File: config.mk
export PLATFORM = sky130hd
export DESIGN_NAME = des_key_sched_flat
export DESIGN_NICKNAME = d
export VERILOG_FILES = /design/src/rtl/des_pkg.sv /design/src/rtl/des_key_sched_if.sv /design/src/rtl/des_pc2.sv /design/src/rtl/des_key_sched.sv /design/src/flat_wrapper.sv
export SDC_FILE = /design/constraint.sdc
export NUM_CORES = 1
export LEC_CHECK = 0
export ABC_AREA = 1
export BUFFER_PORTS_ARGS = -buffer_cell sky130_fd_sc_hd__buf_2
export CAP_MARGIN = 10
export CORE_MARGIN = 4
export CORE_UTILIZATION = 60
export DETAILED_ROUTE_END_ITERATION = 6
export GPL_ROUTABILITY_DRIVEN = 0
export PLACE_DENSITY = 0.84
export SLEW_MARGIN = 20
export SYNTH_ARGS = -nofsm -noshare
export SYNTH_HDL_FRONTEND = slang
export SYNTH_HIERARCHICAL = 1
export SYNTH_SLANG_ARGS = --single-unit
export TNS_END_PERCENT = 50
File: constraint.sdc
create_clock -name clk -period 4.65 [get_ports clk]
set_input_delay 0.465 -clock clk [delete_from_list [all_inputs] [get_ports clk]]
set_output_delay 0.465 -clock clk [all_outputs]
set_load 0.01 [all_outputs]
File: src/rtl/des_pkg.sv
// des_pkg: DES key-schedule tables, widths and shared types.
package des_pkg;
    localparam int KEY_W = 64;
    localparam int CD_W = 56;
    localparam int SK_W = 48;
    localparam int HALF_W = 28;

    typedef enum logic {IDLE, RUN} state_t;

    localparam int PC1 [CD_W] = '{
        57, 49, 41, 33, 25, 17,  9,
         1, 58, 50, 42, 34, 26, 18,
        10,  2, 59, 51, 43, 35, 27,
        19, 11,  3, 60, 52, 44, 36,
        63, 55, 47, 39, 31, 23, 15,
         7, 62, 54, 46, 38, 30, 22,
        14,  6, 61, 53, 45, 37, 29,
        21, 13,  5, 28, 20, 12,  4
    };

    localparam int PC2 [SK_W] = '{
        14, 17, 11, 24,  1,  5,
         3, 28, 15,  6, 21, 10,
        23, 19, 12,  4, 26,  8,
        16,  7, 27, 20, 13,  2,
        41, 52, 31, 37, 47, 55,
        30, 40, 51, 45, 33, 48,
        44, 49, 39, 56, 34, 53,
        46, 42, 50, 36, 29, 32
    };

    localparam logic [1:0] SHIFTS [16] = '{
        2'd1, 2'd1, 2'd2, 2'd2, 2'd2, 2'd2, 2'd2, 2'd2,
        2'd1, 2'd2, 2'd2, 2'd2, 2'd2, 2'd2, 2'd2, 2'd1
    };

    // Bit 1 is the MSB, so a left shift moves bits toward index 1.
    function automatic logic [1:HALF_W] rot28(input logic [1:HALF_W] x, input logic [1:0] n, input logic right);
        return right ? (x >> n) | (x << (5'd28 - {3'd0, n}))
                     : (x << n) | (x >> (5'd28 - {3'd0, n}));
    endfunction
endpackage

File: src/rtl/des_key_sched_if.sv
// des_key_sched_if: key-offer and subkey-issue handshakes of the DES key schedule.
interface des_key_sched_if;
    import des_pkg::*;
    logic key_valid;
    logic key_ready;
    logic [1:KEY_W] key;
    logic decrypt;
    logic subkey_valid;
    logic subkey_ready;
    logic [1:SK_W] subkey;
    logic [3:0] round_idx;
    logic last;

    modport master (
        output key_valid, key, decrypt, subkey_ready,
        input key_ready, subkey_valid, subkey, round_idx, last
    );

    modport slave (
        input key_valid, key, decrypt, subkey_ready,
        output key_ready, subkey_valid, subkey, round_idx, last
    );
endinterface

File: src/rtl/des_pc2.sv
// des_pc2: PC-2 selection of the 48-bit round key from C,D.
module des_pc2
    import des_pkg::*;
(
    input  logic [1:CD_W] cd,
    output logic [1:SK_W] subkey
);
    for (genvar i = 0; i < SK_W; i++) begin : g_pc2
        assign subkey[i+1] = cd[PC2[i]];
    end
endmodule

File: src/rtl/des_key_sched.sv
// des_key_sched: iterative DES key schedule issuing K1..K16 or K16..K1, one per handshake.
module des_key_sched
    import des_pkg::*;
(
    input logic clk,
    input logic rst_n,
    des_key_sched_if.slave bus
);
    state_t state, state_nx;
    logic [1:HALF_W] c, d, c_nx, d_nx;
    logic [3:0] idx, idx_nx;
    logic dec, dec_nx;
    logic [1:CD_W] pc1_key;
    logic [1:0] amt;

    for (genvar i = 0; i < CD_W; i++) begin : g_pc1
        assign pc1_key[i+1] = bus.key[PC1[i]];
    end

    // Decrypt walks the encrypt schedule backwards with right rotations.
    assign amt = dec ? SHIFTS[~idx] : SHIFTS[idx + 4'd1];

    always_comb begin
        state_nx = state;
        c_nx = c;
        d_nx = d;
        idx_nx = idx;
        dec_nx = dec;
        if (state == IDLE) begin
            if (bus.key_valid) begin
                state_nx = RUN;
                dec_nx = bus.decrypt;
                idx_nx = 4'd0;
                c_nx = bus.decrypt ? pc1_key[1:28] : rot28(pc1_key[1:28], 2'd1, 1'b0);
                d_nx = bus.decrypt ? pc1_key[29:56] : rot28(pc1_key[29:56], 2'd1, 1'b0);
            end
        end else if (bus.subkey_ready) begin
            if (idx == 4'd15) begin
                state_nx = IDLE;
            end else begin
                idx_nx = idx + 4'd1;
                c_nx = rot28(c, amt, dec);
                d_nx = rot28(d, amt, dec);
            end
        end
    end

    always_ff @(posedge clk) begin
        if (!rst_n) begin
            state <= IDLE;
            c <= '0;
            d <= '0;
            idx <= '0;
            dec <= 1'b0;
        end else begin
            state <= state_nx;
            c <= c_nx;
            d <= d_nx;
            idx <= idx_nx;
            dec <= dec_nx;
        end
    end

    assign bus.key_ready = state == IDLE;
    assign bus.subkey_valid = state == RUN;
    assign bus.round_idx = idx;
    assign bus.last = (state == RUN) && (idx == 4'd15);

    des_pc2 u_pc2 (.cd({c, d}), .subkey(bus.subkey));
endmodule

File: src/flat_wrapper.sv
// flat-port wrapper written by rule: the top's interface ports become plain ports
module des_key_sched_flat import des_pkg::*;
  (clk, rst_n, bus_key_valid, bus_key, bus_decrypt, bus_subkey_ready, bus_key_ready, bus_subkey_valid, bus_subkey, bus_round_idx, bus_last);
  des_key_sched_if bus_i ();
  input logic clk;
  input logic rst_n;
  input wire logic [$bits(bus_i.key_valid)-1:0] bus_key_valid;
  input wire logic [$bits(bus_i.key)-1:0] bus_key;
  input wire logic [$bits(bus_i.decrypt)-1:0] bus_decrypt;
  input wire logic [$bits(bus_i.subkey_ready)-1:0] bus_subkey_ready;
  output wire logic [$bits(bus_i.key_ready)-1:0] bus_key_ready;
  output wire logic [$bits(bus_i.subkey_valid)-1:0] bus_subkey_valid;
  output wire logic [$bits(bus_i.subkey)-1:0] bus_subkey;
  output wire logic [$bits(bus_i.round_idx)-1:0] bus_round_idx;
  output wire logic [$bits(bus_i.last)-1:0] bus_last;
  assign bus_i.key_valid = bus_key_valid;
  assign bus_i.key = bus_key;
  assign bus_i.decrypt = bus_decrypt;
  assign bus_i.subkey_ready = bus_subkey_ready;
  assign bus_key_ready = bus_i.key_ready;
  assign bus_subkey_valid = bus_i.subkey_valid;
  assign bus_subkey = bus_i.subkey;
  assign bus_round_idx = bus_i.round_idx;
  assign bus_last = bus_i.last;
  des_key_sched u_core (.clk(clk), .rst_n(rst_n), .bus(bus_i));
endmodule
### Yosys cells after proc, flatten, opt, wreduce, memory -nomap -nowiden

Memory sizes are Yosys's and may differ from the RTL's.
Cells that the tools add are included.

| storage, ports and cells | value |
|---|---|
| flip-flop bits (word level) | 62 |
| ROM bits | 64 |
| bits of input ports | 69 |
| logic and storage cells | 61 |
| memories | 2 |

| operators by class | value |
|---|---|
| add/sub/neg operators | 2 |
| $lt $le $gt $ge | 2 |
| eq/ne operators | 3 |
| shifts and indexed selects | 8 |
| muxes and demuxes | 25 |
| bitwise operators | 10 |
| reduce and logical (&&, ||, !) cells | 4 |

Memory list:

| memory | depth | width | rd ports | clocked after memory_dff | wr ports | line | RTL |
|---|---|---|---|---|---|---|---|
| (no name shown) | 16 | 2 | 1 | 0 | 0 | des_key_sched.sv:21 | `assign amt = dec ? SHIFTS[~idx] : SHIFTS[idx + 4'd1];` |
| (no name shown) | 16 | 2 | 1 | 0 | 0 | des_key_sched.sv:21 |  |

Operator list:

| cell | count |
|---|---|
| $mux 28 | 12 |
| $or 28x28->28 | 4 |
| $or 28x1->28 | 2 |
| $shl 28x2->28 | 2 |
| $shl 28x5->28 | 2 |
| $shr 28x2->28 | 2 |
| $shr 28x5->28 | 2 |
| $mux 4 | 4 |
| $ge 5x5->1 const B | 2 |
| $mux 2 | 5 |
| $not 4->5 | 2 |
| $add 4x1->4 const B | 1 |
| $eq 4x4->1 const B | 1 |
| $mux 1 | 4 |
| $ne 2x2->1 const B | 2 |
| $not 4->4 | 1 |
| $sub 3x3->4 const A | 1 |
| $reduce_and 3->1 | 1 |
| $reduce_and 2->1 | 1 |
| $reduce_bool 2->1 | 1 |
| $logic_and 1x1->1 | 1 |
| $not 1->1 | 1 |

### Depth between registers and ports, before layout

Gate-level depths: netlist (run 1).

| logic depth | value |
|---|---|
| word-level depth | 13 |
| gate-level depth with buffers | 18 |
| gate-level depth less buffers | 17 |

### By module

Netlist (run 1), hierarchy kept.

Modules (own cells, without submodules):

| module | times used | cells each | area an instance (um^2) | sequential area each (um^2) |
|---|---|---|---|---|
| des_key_sched | 1 | 1,270 | 7,025.5 | 1,241.2 |
| des_pc2 | 1 | 48 | 360.3 | 0.0 |

### Worst setup path before layout (run 1)

No wires, ideal clock.

| timing path | value |
|---|---|
| kind | register to register |
| from | reg u_core.idx[1], in the netlist u_core/bus.round_idx[1] |
| to | reg u_core/c[1] in the netlist's numbering |
| library setup time | 0.121 ns |
| arrival time | 2.443 ns |
| path slack | 2.086 ns |
| cell stages (with the launch flop) | 16 |
| cells stage by stage | dfxtp_1 ha_1 inv_2 nand2_2 nand2_1 nand2_1 nand2_2 nand3_4 nand2_2 buf_4 buf_2 ha_1 a21oi_1 o21ai_0 a31oi_1 a21oi_1 |

| on the way | value |
|---|---|
| word-level cells in the longest chain between the ends | 13 |
| elaborated cells on any way between the ends | 25 |

Ends and longest elaborated chain:

| element | line | RTL |
|---|---|---|
| start: declaration | des_key_sched.sv:11 | `logic [3:0] idx, idx_nx;` |
| start signal: assignment | des_key_sched.sv:59 | `idx <= idx_nx;` |
| $add 4x1->4 or $not 4->4 (tied branches) | des_key_sched.sv:21 |  |
| $not 4->5 (not written as such) | des_key_sched.sv:21 |  |
| $mem_v2 16x2 | - |  |
| $mux 2 (not written as such) (2 in a row) | des_key_sched.sv:21 |  |
| $mux 2 | des_key_sched.sv:21 |  |
| $sub 3x3->4 | des_pkg.sv:39, des_pkg.sv:40 |  |
| $shr 28x5->28 or $shl 28x5->28 (tied branches) | des_pkg.sv:40, des_pkg.sv:39 |  |
| $or 28x28->28, on equally long branches | des_pkg.sv:40, des_pkg.sv:39 |  |
| $mux 28 | des_pkg.sv:39 | `return right ? (x >> n) \| (x << (5'd28 - {3'd0, n}))` |
| $mux 28 | des_key_sched.sv:38 | `if (idx == 4'd15) begin` |
| $mux 28 | des_key_sched.sv:37 | `end else if (bus.subkey_ready) begin` |
| $mux 28 | des_key_sched.sv:29 | `if (state == IDLE) begin` |
| end signal: assignment | des_key_sched.sv:57 | `c <= c_nx;` |
| end: declaration | des_key_sched.sv:10 | `logic [1:HALF_W] c, d, c_nx, d_nx;` |

Parallel ways exist; a longest one is shown, timed or not. The select of a mux whose other input is x is not followed.
A chain may end at the register's enable or synchronous reset.

### Final worst setup path (run 1)

Ends and elaborated chain as after synthesis.

==> flow_summary.yaml, run 1 <==
clock_tree:
  clock_path_buffers: 2
  ctsHtreeMaxLevel: 3
  clock_sinks: 62
  clkSlewWorstSetupHoldPaths_ps: 50
  clock_latency_ps: 340
  numCtsBuffers: 9
  postCtsResizedCells: 0
  post_cts_buffers: 0
  cts_hold_buf: 0
  cts_root_buffer: "clkbuf_16"
  cts_tree: "yes"
floorplan:
  dieArea_um2: 14100
  die_w_um: 119
  dieHeight_um: 119
  start_util_pct: 61.5
  rows: 40
  pin_count: 124
  design.core.area_um2: 12000
timing:
  maxSlewViolCount: 0
  slew_headroom_pct: 32.6
  hold_viol: 0
  fin_setup_tns_ps: 0
  finalClockSkew_ps: 5.29
  setup_viol: 0
  fmax_mhz: 282
  whs_ps: 414
  fin_crit_sh_pct: 76.3
  max_slew.worst_pin.slew_ps: 1010
  rsz0062_at_grt: "no"
  period_minus_slack_ps: 3550
logic_synthesis:
  synth-seq-cells: 62
  synth_top_family_by_area: "simple AND/OR/NAND/NOR gates"
  synth_area_per_cell_um2: 5.60
  synth_common_cells: "372 x nand3_1, 249 x nand2_1, 155 x o21ai_0"
  synthTopCellsByArea: "nand3_1 25%, dfxtp_1 17%, nand2_1 13%, o21ai_0 11%, inv_1 6.5%"
  synth_mux_area_share_pct: 0
  yosys_warnings: 6
  synth-xor-area-share_pct: 0
  synth_area_um2: 7390
  synthAdderAreaFrac_pct: 1.36
  synth_top_area_share_pct: 25.2
  yosys.area_share.simple_pct: 47.4
  yosys.area.top_type: "nand3_1"
  synth_compound_area_share_pct: 15.3
  synth_cell_types: 28
  syn_nets: 1395
  synthFlopType: "dfxtp_1"
  synth-seq-area-share_pct: 16.8
  yosysMostFrequentCell: "nand3_1"
  synthArstFlopShare_pct: 0
  synth_edf_count: 0
  netlist_instances: 1318
global_routing:
  grt_max_degree: 63
  overflow: 0
  grt_pass1_wl_mm: 36.6
  grt_use_total_pct: 30.1
  antenna_found_initial: 0
  grt_pass1_vias: 8196
finish:
  nets: 1390
  synthToLayoutAreaGrowth_pct: 3.44
  post-route-util_pct: 63.6
  diodes: 0
  fillers: 1155
  drive_gt1_share_pct: 12.7
  fin_cells: 1465
drt:
  viasPerCell: 6.14
  drt_iter0_markers: 1218
  drt_first_pass_iters: 6
  drt-total-wl_mm: 21.8
  via_count: 8994
  post_drt_wl_per_cell_um: 14.9
  ant_nets: 0
  drc: 0
critical_path:
  critPathKind: "flop to flop"
  critPathLaunch: "u_core/bus.round_idx[1]"
  worst-path-buf-inv: 2
  cp.required_ps: 4870
  cp-end-kind: "flop"
  cp_top_family: "compound AO/OA/AOI/OAI gates"
  arrival_ps: 3770
  cp_slowest_cell: "dfxtp_1"
  rr_startpoint: "u_core/bus.round_idx[1]"
  worst_setup_path_start_kind: "flop"
  critPathMaxFanout: 48
  path_cells: "ha_1 > inv_2 > nand2_2 > nand2_1 > nand2_1 > nand2_2 > nand3_4 > buf_4 > nand2_4 > ha_1 > a21oi_1 > o21ai_0 > a31oi_1 > a21oi_1"
  critPathMaxStageDelay_ps: 510
placement:
  io_buffers: 115
  dp_cells: 1449
  dp_hpwl_mm: 14.1
pwr:
  powerDensity_nw_per_um2: 298
  total_power_mw: 2.28
  leakagePower_nw: 3.87
  ir_drop_v: 0.000248
worst_hold_path:
  hold_class: "primary input to flop"
  min-delay-start: "bus_key_valid"
run:
  cap_violations: 0
outcome:
  status: "complete, no violations"
sequential cells by signal (all words and copies together) (netlist names):
register	cells
u_core/c	28
u_core/dec	1
u_core/bus.round_idx	4
u_core/bus.subkey_valid	1
u_core/d	28
final timing paths:
kind,to,slack (ps),depth (start not counted)
setup reg to reg,u_core/c[1],1100,14
hold / removal,u_core/bus.subkey_valid,410,3
setup / recovery,u_core/c[1],1100,14
hold reg to reg,u_core/bus.round_idx[3],530,2
layout make-up:
cell class	count	area [um2]	share of cell area [%]
multi-input combinational	976	4750	62.1
sequential	62	1240	16.2
timing repair buffer	128	686	8.97
inverter	136	515	6.75
clock buffer	11	243	3.18
tap	147	184	2.41
clock inverter	5	25.0	0.328
placed cells by master, fill, tap and decap left out, types with 12 or more instances in the layout:
master,synthesis,layout
inv_1,128,127
buf_4,63,12
nand3_1,372,372
nand3b_1,43,43
nor2_1,66,65
o21ai_1,18,18
o21ai_0,155,155
a21oi_1,41,41
nand2_1,249,249
buf_2,29,115
dfxtp_1,62,62
routing by layer:
layer / share of wire (%) / GRT usage [%] / vias up
met5: 0 / 0 / -
met4: 2.9 / 15.2 / 0
met3: 9.9 / 5.27 / 70
met2: 47 / 49.9 / 546
met1: 41 / 37.4 / 4012
li1: - / - / 4366
kinds of logic after synthesis:
| logic type | count (synthesis) |
|---|---|
| adder cells (fa/ha/maj) | 8 |
| AO/OA/AOI/OAI | 222 |
| flip-flops | 62 |
| buffers and inverters | 280 |
| AND/OR/NAND/NOR | 746 |
power by group:
part | total, mW | internal (mW) | switching (mW)
combinational | 0.990 | 0.337 | 0.653
clock | 0.619 | 0.370 | 0.249
sequential | 0.669 | 0.587 | 0.0816
total | 2.28 | 1.29 | 0.984
tightest hold or removal path: cells and delay by family:
family,cells,cell delay (ps)
AO/OA/AOI/OAI,1,70
buffers and inverters,2,150
stage by stage:
step | area, um2 | setup WS, ps
after global placement | 7370 | 1280
final | 7640 | 1100
after detailed placement | 7370 | 1190
after floorplan | 7390 | 2090
after global routing | 7640 | 868
after CTS | 7640 | 1170
Power figures use the tool's default switching activity.
==> run 2, diff against run 1 <==
--- a/config.mk
+++ b/config.mk
@@ -9,10 +9,10 @@
 export BUFFER_PORTS_ARGS = -buffer_cell sky130_fd_sc_hd__buf_2
 export CAP_MARGIN = 10
 export CORE_MARGIN = 4
-export CORE_UTILIZATION = 60
+export CORE_UTILIZATION = 59
 export DETAILED_ROUTE_END_ITERATION = 6
 export GPL_ROUTABILITY_DRIVEN = 0
-export PLACE_DENSITY = 0.84
+export PLACE_DENSITY = 0.83
 export SLEW_MARGIN = 20
 export SYNTH_ARGS = -nofsm -noshare
 export SYNTH_HDL_FRONTEND = slang
==> constraint.sdc (replaced) <==
create_clock -name clk -period 3.31 [get_ports clk]
set_input_delay 0.331 -clock clk [delete_from_list [all_inputs] [get_ports clk]]
set_output_delay 0.331 -clock clk [all_outputs]
set_load 0.01 [all_outputs]
==> flow_summary.yaml, run 2 (synthesis gave the netlist of run 1 again) <==
timing:
  slew_headroom_pct: 33.9
  max_slew.worst_pin.slew_ps: 992
  fin_crit_sh_pct: 91.7
  setup_viol: 0
  period_minus_slack_ps: 3030
  finalClockSkew_ps: 4.34
  rsz0062_at_grt: "no"
  fin_setup_tns_ps: 0
  maxSlewViolCount: 0
  hold_viol: 0
  fmax_mhz: 330
  worst_slack_ps: 276
pwr:
  internal_power_mw: 1.88
  pwr-share-comb_pct: 43.0
  switching_share_pct: 42.4
  total_power_mw: 3.26
  ir_drop_v: 0.000220
  seqPwrFrac_pct: 28.9
  leakagePower_nw: 3.91
  power_frac_clock_pct: 28.1
  powerDensity_nw_per_um2: 421
  switchingPower_mw: 1.38
run:
  cap_violations: 0
critical_path:
  worstSetupEndpoint: "u_core/c[3]"
  cp_slowest_cell: "dfxtp_1"
  reg2regPathDepth: 14
  critPathLaunch: "u_core/bus.round_idx[1]"
  critPathMaxStageDelay_ps: 520
  worst-path-stages: 14
  worst_setup_path_start_kind: "flop"
  critPathKind: "flop to flop"
  worstReg2RegEnd: "u_core/c[3]"
  cp.required_ps: 3580
  worst-path-buf-inv: 3
  arrival_ps: 3300
  path_cells: "inv_1 > ha_1 > inv_1 > nand2_1 > nand2_2 > nand3_4 > nand2_4 > inv_4 > ha_1 > nor2_1 > nand3_1 > nand3_1 > nand2_1 > a21oi_1"
  cp-end-kind: "flop"
  critPathMaxFanout: 35
  rr_startpoint: "u_core/bus.round_idx[1]"
  r2r_setup_slack_ps: 280
  cp_top_family: "simple AND/OR/NAND/NOR gates"
outcome:
  status: "complete, no violations"
floorplan:
  die_w_um: 120
  pin_count: 124
  start_util_pct: 61.0
  dieArea_um2: 14400
  rows: 40
  design.core.area_um2: 12100
  dieHeight_um: 120
global_routing:
  grt_max_degree: 65
  grt_pass1_wl_mm: 37.4
  grt_pass1_vias: 8139
  antenna_found_initial: 0
  grt_use_total_pct: 30.8
  overflow: 0
drt:
  drc: 0
  viasPerCell: 6.05
  ant_nets: 0
  drt-total-wl_mm: 22.1
  post_drt_wl_per_cell_um: 14.8
  drt_iter0_markers: 1179
  drt_first_pass_iters: 6
  via_count: 9037
finish:
  fillers: 1216
  nets: 1397
  final_common_cell: "nand3_1"
  fin_cells: 1494
  multiInputGateArea_um2: 4750
  synthToLayoutAreaGrowth_pct: 4.76
  layout_common_cells: "372 x nand3_1, 249 x nand2_1, 155 x o21ai_0, 127 x inv_1, 115 x buf_2"
  drive_gt1_share_pct: 13.0
  post-route-util_pct: 63.9
  register_area_um2: 1240
clock_tree:
  clock_sinks: 62
  clkSlewWorstSetupHoldPaths_ps: 50
  cts_root_buffer: "clkbuf_16"
  ctsHtreeMaxLevel: 3
  clock_latency_ps: 340
  cts_tree: "yes"
  numCtsBuffers: 9
  clock_path_buffers: 2
worst_hold_path:
  hold_class: "primary input to flop"
placement:
  dp_cells: 1477
  io_buffers: 115
  dp_hpwl_mm: 14.6
  dp_slack_ps: 273
-- run 2: cell count changes in the layout (fill, tap and decap cells not counted) --
cell / before / now
clkbuf_1: 1 / 4
buf_4: 12 / 19
clkbuf_8: 1 / 3
diode_2: 0 / 1
nor2_2: 0 / 1
nor2_1: 65 / 64
clkinv_2: 5 / 0
-- run 2: worst min-delay path by stage --
stage | from | endpoint | slack, ps | depth (start not counted)
finish | bus_key_valid | u_core/bus.subkey_valid | 280 | 3
global route | bus_key_valid | u_core/bus.subkey_valid | 310 | 3
CTS | bus_key_valid | u_core/bus.subkey_valid | 270 | 3
detailed placement | u_core/bus.round_idx[3] | u_core/bus.round_idx[3] | 530 | 2
global placement | u_core/bus.round_idx[3] | u_core/bus.round_idx[3] | 520 | 2
floorplan | bus_key_valid | u_core/bus.subkey_valid | 500 | 2
-- run 2: power groups by stage --
stage                     combinational [mW]  clock [mW]  sequential [mW]
after floorplan                         1.17           0            0.917
after global placement                  1.33           0            0.954
after detailed placement                1.36           0            0.953
after CTS                               1.37       0.932            0.938
after global routing                    1.57       0.956            0.956
final                                   1.40       0.917            0.941
-- run 2: what timing repair did --
action	in CTS	in global routing
setup buffers	0	0
setup endpoints to repair	0	6
resized for setup	0	1
hold buffers	0	0
-- run 2: through the flow --
stage / cell area, um2 / hold WS (ps)
final: 7740 / 280
after detailed placement: 7450 / 527
after global routing: 7730 / 305
after CTS: 7730 / 267
after floorplan: 7390 / 504
after global placement: 7450 / 519
-- run 2: per-layer routing --
layer | part of all wire, % | up-vias | routed length [um] | GRT usage, %
met5 | 0 | - | 0 | 0
met1 | 40 | 4042 | 8760 | 39.1
met3 | 9.9 | 81 | 2200 | 5.37
met4 | 3.9 | 0 | 868 | 15.6
li1 | - | 4369 | - | -
met2 | 47 | 545 | 10300 | 50.2
-- run 2: cell type report --
cell class | instances | share of cell area (%)
multi-input combinational | 976 | 61.4
sequential | 62 | 16.0
timing repair buffer | 135 | 9.54
inverter | 136 | 6.66
clock buffer | 16 | 3.64
tap | 168 | 2.72
antenna | 1 | 0.0323
-- run 2: tightest hold or removal path: stages --
cell and delay (ps):
buf_2 100, inv_1 60, a221oi_1 80
==> run 3, diff against run 2 <==
--- a/config.mk
+++ b/config.mk
@@ -16,6 +16,5 @@
 export SLEW_MARGIN = 20
 export SYNTH_ARGS = -nofsm -noshare
 export SYNTH_HDL_FRONTEND = slang
-export SYNTH_HIERARCHICAL = 1
 export SYNTH_SLANG_ARGS = --single-unit
 export TNS_END_PERCENT = 50
==> flow_summary.yaml, run 3 <==
outcome:
  status: "finished, violations left"
  violations: "design-rule violations"
logic_synthesis:
  synth_cell_types: 25
  synthArstFlopShare_pct: 0
  syn_nets: 1414
  synth-seq-area-share_pct: 16.8
  synthTopCellsByArea: "nand3_1 28%, dfxtp_1 17%, nand2_1 12%, o21ai_0 10%, inv_1 6.7%"
  synth_edf_count: 0
  synth_common_cells: "408 x nand3_1, 246 x nand2_1, 154 x o21ai_0"
  yosys.area.top_type: "nand3_1"
  yosysMostFrequentCell: "nand3_1"
  synth_area_um2: 7390
  synthFlopType: "dfxtp_1"
  synth_top_area_share_pct: 27.6
  synth-seq-cells: 62
  yosys_warnings: 0
  synth_area_per_cell_um2: 5.53
  netlist_instances: 1337
finish:
  nets: 1413
  post-route-util_pct: 64.4
  synthToLayoutAreaGrowth_pct: 5.55
  postLayoutCellArea_um2: 7800
  diodes: 0
  fin_cells: 1508
  drive_gt1_share_pct: 12.2
  layout_common_cells: "408 x nand3_1, 245 x nand2_1, 154 x o21ai_0, 130 x inv_1, 115 x buf_2"
  final_common_cell: "nand3_1"
floorplan:
  start_util_pct: 61.0
  design.core.area_um2: 12100
  dieHeight_um: 120
  rows: 40
  pin_count: 124
  die_w_um: 120
  dieArea_um2: 14400
pwr:
  powerDensity_nw_per_um2: 413
  ir_drop_v: 0.000349
  total_power_mw: 3.22
  leakagePower_nw: 3.99
critical_path:
  crit_top_cell: "nand3_1"
  cp.required_ps: 3550
  reg2regPathDepth: 14
  worst_setup_path_start_kind: "flop"
  path_cells: "inv_1 > ha_1 > inv_1 > nand3_1 > nand3_1 > nand3_2 > nand2_4 > inv_2 > buf_4 > nand3_1 > nand3_1 > nand3b_1 > nand2_1 > inv_1"
  critPathKind: "flop to flop"
  worst-path-buf-inv: 5
  critPathMaxStageDelay_ps: 500
  worst-path-stages: 14
  r2r_setup_slack_ps: 390
  cp-end-kind: "flop"
  arrival_ps: 3170
  cp_top_family: "buffers and inverters"
  cp_slowest_cell: "inv_2"
  critPathMaxFanout: 28
run:
  cap_violations: 0
placement:
  io_buffers: 115
  placed_area_um2: 7530
  dp_hpwl_mm: 15.8
  dp_cells: 1493
  dp_slack_ps: 486
drt:
  viasPerCell: 6.21
  drt_iter0_markers: 1408
  drt-total-wl_mm: 23.7
  via_count: 9359
  drc: 6
  post_drt_wl_per_cell_um: 15.7
  ant_nets: 0
  drt_first_pass_iters: 7
timing:
  fmax_mhz: 342
  hold_viol: 0
  setup_viol: 0
  rsz0062_at_grt: "no"
  slew_headroom_pct: 54.9
  maxSlewViolCount: 0
  finalClockSkew_ps: 8.80
  fin_crit_sh_pct: 88.3
  period_minus_slack_ps: 2920
  max_slew.worst_pin.slew_ps: 676
  fin_setup_tns_ps: 0
  worst_slack_ps: 388
  whs_ps: 274
clock_tree:
  clkSlewWorstSetupHoldPaths_ps: 50
  postCtsResizedCells: 0
  clock_sinks: 62
  post_cts_buffers: 0
  clock_latency_ps: 350
  ctsHtreeMaxLevel: 3
  cts_tree: "yes"
  cts_hold_buf: 0
  clock_path_buffers: 2
  numCtsBuffers: 9
  cts_root_buffer: "clkbuf_16"
global_routing:
  grt_max_degree: 58
  grt_pass1_wl_mm: 39.1
  grt_use_total_pct: 32.5
  grt_pass1_vias: 8367
  overflow: 0
  antenna_found_initial: 0
worst_hold_path:
  hold_class: "primary input to flop"
  hold_depth: 3
[run 3: changes by cell type after synthesis, moves of 3 or more]
cell,delta
nand3_1,+36
clkbuf_1,+11
o21ai_1,-10
nand2_2,-9
buf_6,-7
buf_2,+5
nand3b_1,+5
a21oi_1,-4
buf_4,-3
inv_1,+3
nand2_1,-3
[run 3: layer usage]
metal  vias up  share of wire, %  GRT usage, %
li1       4434                 -             -
met2       657                44          50.0
met5         -                 0             0
met1      4146                39          41.3
met3       122                12          7.82
met4         0               5.6          18.5
[run 3: kinds of logic after synthesis]
family	count (synthesis)	share of synthesized area (%)
and+or+nand+nor	778	49.4
buffers and inverters	286	18.6
AOI/OAI and AO/OA	203	13.9
DFF	62	16.8
adders and majority gates	8	1.35
[run 3: final timing paths]
check | from | to
max | u_core.bus.round_idx[0] | u_core.d[9]
max reg2reg | u_core.bus.round_idx[0] | u_core.d[9]
min | bus_key_valid | u_core.bus.subkey_valid
min reg2reg | u_core.bus.round_idx[3] | u_core.bus.round_idx[3]
[run 3: worst min-delay path: cells and delay by family]
kind | cells | cell delay (ps)
compound gates | 1 | 80
buf+inv | 2 | 150
[run 3: layout make-up]
class	instances	area, um2
multi-input cells	989	4790
fillers	1197	4310
flip-flops and latches	62	1240
repair buffers	137	778
inverters	137	514
clock buffers	14	264
well taps	168	210
clock inverters	1	5.00
[run 3: report_power, final]
part | leakage (nW) | switching, mW | total, mW | internal [mW]
combinational | 3.35 | 0.913 | 1.38 | 0.472
sequential | 0.514 | 0.117 | 0.941 | 0.824
clock | 0.133 | 0.356 | 0.898 | 0.543
total | 3.99 | 1.39 | 3.22 | 1.84
